<file path="config.mk">
export PLATFORM = sky130hd
export DESIGN_NAME = arith_bound_accum
export DESIGN_NICKNAME = d
export VERILOG_FILES = /design/src/rtl/arith_bound_accum.sv
export SDC_FILE = /design/constraint.sdc
export NUM_CORES = 1
export LEC_CHECK = 0
export ABC_AREA = 1
export CAP_MARGIN = 20
export CORE_MARGIN = 5
export CORE_UTILIZATION = 48
export CTS_BUF_LIST = sky130_fd_sc_hd__clkbuf_8 sky130_fd_sc_hd__clkbuf_16
export DETAILED_ROUTE_END_ITERATION = 12
export PLACE_DENSITY = 0.68
export SYNTH_ARGS = -nofsm -noshare
export SYNTH_HDL_FRONTEND = slang
export SYNTH_SLANG_ARGS = --single-unit
</file>
<file path="constraint.sdc">
create_clock -name clk -period 7.85 [get_ports clk]
set_input_delay 1.1775 -clock clk [delete_from_list [all_inputs] [get_ports clk]]
set_output_delay 1.1775 -clock clk [all_outputs]
set_load 0.02 [all_outputs]
</file>
<file path="src/rtl/arith_bound_accum.sv">
// Bounded x/y accumulator with start/clear handshake, three accumulation modes,
// saturating sum, sticky overflow and RUN-cycle counter. Optional assertions: ARITH_BOUND_ASSERT_EN.
module arith_bound_accum #(
  parameter int W      = 16,
  parameter int LIMIT  = 200,
  parameter int X_INIT = 1
) (
  input  logic         clk,
  input  logic         rst,
  input  logic         start,
  input  logic         clear,
  input  logic         selector,
  input  logic [1:0]   mode,
  output logic [W-1:0] x,
  output logic [W-1:0] y,
  output logic [W-1:0] cycles,
  output logic         busy,
  output logic         done,
  output logic         overflow
);
  typedef enum logic [1:0] {IDLE, RUN, DONE} state_t;

  localparam logic [W-1:0] XI   = W'(X_INIT);
  localparam logic [W-1:0] LIM  = W'(LIMIT);
  localparam logic [W-1:0] MAXV = '1;
  localparam int SW = 2*W + 1;

  state_t       state;
  logic [1:0]   mode_q;
  logic [SW-1:0] f, sum;
  logic         step, sat;

  // f(y) and the sum are formed wide enough that nothing wraps before saturation
  always_comb begin
    f = '0;
    case (mode_q)
      2'b00:   f = SW'(y);
      2'b01:   f = SW'(y) << 1;
      2'b10:   f = SW'(y) * SW'(y);
      default: f = '0;
    endcase
    sum  = SW'(x) + f;
    sat  = sum > SW'(MAXV);
    step = selector && (y < LIM) && (mode_q != 2'b11);
  end

  assign busy = (state == RUN);
  assign done = (state == DONE);

  always_ff @(posedge clk) begin
    if (rst) begin
      state    <= IDLE;
      mode_q   <= 2'b00;
      x        <= XI;
      y        <= '0;
      cycles   <= '0;
      overflow <= 1'b0;
    end else if (clear) begin
      state    <= IDLE;
      x        <= XI;
      y        <= '0;
      cycles   <= '0;
      overflow <= 1'b0;
    end else begin
      case (state)
        IDLE, DONE: begin
          if (start) begin
            state    <= RUN;
            mode_q   <= mode;
            x        <= XI;
            y        <= '0;
            cycles   <= '0;
            overflow <= 1'b0;
          end
        end
        RUN: begin
          if (cycles != MAXV) cycles <= cycles + 1'b1;
          if (step) begin
            x <= sat ? MAXV : sum[W-1:0];
            y <= y + 1'b1;
            if (sat) overflow <= 1'b1;
            if (y == LIM - W'(1)) state <= DONE;
          end
        end
        default: state <= IDLE;
      endcase
    end
  end

`ifdef ARITH_BOUND_ASSERT_EN
  a_x_ge_y:   assert property (@(posedge clk) disable iff (rst) !((y >= LIM) && (x < y)));
  a_y_le_lim: assert property (@(posedge clk) disable iff (rst) y <= LIM);
  a_done_lim: assert property (@(posedge clk) disable iff (rst) done |-> (y == LIM));
  a_excl:     assert property (@(posedge clk) disable iff (rst) !(busy && done));
  a_ovf_max:  assert property (@(posedge clk) disable iff (rst) overflow |-> (x == MAXV));
`endif

endmodule

</file>
==> results.json <==
{
  "status": "finished clean",
  "hp-class": "flop to flop",
  "regArea_um2": 1090,
  "reg2reg_to": "x[14]",
  "clock_sinks": 53,
  "clock_latency_ps": 300,
  "syn_inst": 1712,
  "nNetsFinal": 2057,
  "power_w": 0.000584,
  "avgRoutedWirePerCell_um": 16.1,
  "drc": 0,
  "reg2reg_depth": 41,
  "rows": 57,
  "clk_pin_slew_ps": 70,
  "synthTopCellsByArea": "fa_1, nand2_1, ha_1",
  "start_util_pct": 48.9,
  "synth_area_um2": 12000,
  "arrival_ps": 7600,
  "worst_pin_slew_ps": 852,
  "grtUsageTotal_pct": 24.2,
  "max_slew_margin_pct": 43.0,
  "multi_input_area_um2": 9290,
  "synthArstFlopShare_pct": 0,
  "ys_warn_count": 0,
  "finClkSkew_ps": 5.09,
  "fin_cells": 2088,
  "drive_gt1_share_pct": 9.35,
  "power.density_nw_per_um2": 43.8,
  "r2r_setup_slack_ps": 440,
  "yosys_most_used_dff": "dfxtp_1",
  "gp_congestion": 1.01,
  "fin_ws_ps": 443,
  "num_vias": 10700,
  "cts_hold_buf": 0,
  "grt_pass1_vias": 10800,
  "overflow": 0,
  "worstSetupPathType": "flop to flop",
  "r2r_start": "y[6]",
  "ys_types": 53,
  "htreeDepth": 2,
  "yosysTopAreaCell": "fa_1",
  "timing.final.max_slew_violations": 0,
  "antenna_found_initial": 0,
  "cp-start-kind": "flop",
  "setup_viol": 0,
  "dieArea_um2": 28200,
  "hpwl_um": 28800,
  "filler_cell_count": 2385,
  "maxCapViolCount": 0,
  "portBuffers": 57,
  "ioPinCount": 58,
  "yosys-top-cells-count": "nand2_1, inv_1, fa_1, ha_1, nor2_1",
  "syn_to_final_growth_pct": 11.3,
  "tritoncts": "yes",
  "crit_path_end": "x[14]",
  "die_w_um": 168,
  "ys_seq_area_share_pct": 8.87,
  "end_kind": "flop",
  "syn_area_per_cell_um2": 6.99,
  "ys_ff_latch": 53,
  "critPathSlowestCell": "fa_1",
  "final.setup.tns_ps": 0,
  "synth-edff-count": 0,
  "cts_max_path_buffers": 2,
  "die_h_um": 168,
  "grt_max_degree": 26,
  "crit_required_ps": 8050,
  "synth_top_cell_area_share_pct": 27.1,
  "startpoint": "y[6]",
  "synth_nets": 2005,
  "cts-root-buf": "clkbuf_16",
  "max_stage_delay_ps": 540,
  "postRouteAntennaNets": 0,
  "grt_pass1_wl_um": 55500,
  "fmax_mhz": 135,
  "antenna_cells": 0,
  "crit_fanout": 9,
  "viasPerCell": 5.14,
  "core_area_um2": 24500,
  "drt-pass1-iter-count": 7,
  "fin_crit_sh_pct": 94.4,
  "place_ws_ps": 7.84,
  "drt_iter0_drc": 727,
  "period_needed_ps": 7410,
  "numCtsBuffers": 5,
  "ir_worst_vdd_mv": 0.0879,
  "wl_um": 33600,
  "power_leakage_nw": 7.80,
  "hold_viol": 0,
  "dp_cells": 2071,
  "yosysMostFrequentCell": "nand2_1",
  "cp_common_cell": "nand2_1"
}
[routing by layer]
metal | part of all wire, % | track usage (%) | vias up
met5 | 0 | 0 | -
met4 | 3.0 | 7.09 | 0
met3 | 5.5 | 2.65 | 67
met2 | 48 | 40.5 | 318
met1 | 44 | 33.2 | 5059
li1 | - | - | 5278
[cell usage in the layout (no fill, tap or decap), drive strengths merged, types with 2 or more instances in the layout]
cell	instances
nand2	489
nor3	23
xor2	18
a21o	3
o21a	2
xnor2	10
a211oi	4
o221ai	14
fa	162
clkdlybuf4s50	57
clkbuf	5
and2	8
dfxtp	53
nor4	3
o211a	2
buf	31
or2	11
o21ai	42
nand3b	4
nand4	13
a2bb2oi	2
o31ai	5
o21bai	5
ha	124
nor2	116
nand3	69
inv	414
a21oi	62
[through the flow]
step                area (um^2)  utilization (%)  hold WS [ps]
global route              13300             54.4           521
detailed placement        12900             52.8           472
floorplan                 12000                -           524
finish                    13300             54.4           480
CTS                       13100             53.5           482
global placement          12900             52.8           472
[cell families (layout without fill, tap and decap cells)]
| kind of cell | Yosys count | count (layout) | synth area share, % |
|---|---|---|---|
| AO/OA/AOI/OAI | 151 | 151 | 7.56 |
| XOR/XNOR | 28 | 28 | 2.05 |
| adder cells (fa/ha/maj) | 286 | 286 | 40.1 |
| buffers and inverters | 458 | 509 | 14.5 |
| flip-flops | 53 | 53 | 8.87 |
| AND/OR/NAND/NOR | 736 | 737 | 26.9 |
[repair_timing]
action / CTS / global route
gates resized for setup: 1 / 44
setup endpoints to repair: 16 / 17
cloned: 0 / 1
setup buffers: 0 / 9
pin swaps: 0 / 13
[final cells by class]
class                           instances  share of cell area (%)
Timing Repair Buffer                   88                    6.09
Tap cell                              324                    3.04
Multi-Input combinational cell       1202                    69.8
Clock inverter                          2                   0.291
Sequential cell                        53                    8.19
Inverter                              414                    11.7
Clock buffer                            5                   0.940
[worst max-delay path, delay by kind of cell (launching register included)]
family          cells  cell delay, ps
fa+ha+maj           8            3430
flops               1             400
buf+inv             9             670
simple gates       21            2140
compound gates      3             630
[flip-flops by register name (all words and copies together), names as in the netlist]
| signal | count |
|---|---|
| mode_q | 2 |
| overflow | 1 |
| y | 16 |
| state | 2 |
| cycles | 16 |
| x | 16 |
[worst min-delay path by stage]
| stage | from | end | depth (start not counted) | slack, ps |
|---|---|---|---|---|
| floorplan | mode_q[0] | mode_q[0] | 2 | 520 |
| global placement | overflow | overflow | 2 | 470 |
| detailed placement | overflow | overflow | 2 | 470 |
| CTS | overflow | overflow | 2 | 480 |
| global route | overflow | overflow | 2 | 520 |
| finish | overflow | overflow | 2 | 480 |
[report_power, final]
part,switching [W],internal [W],total (W)
clock network,0.000111,0.000150,0.000262
registers,0.00000325,0.000269,0.000272
logic,0.0000368,0.0000135,0.0000503
total,0.000151,0.000433,0.000584
No activity file was read; power rests on OpenSTA's default activity.
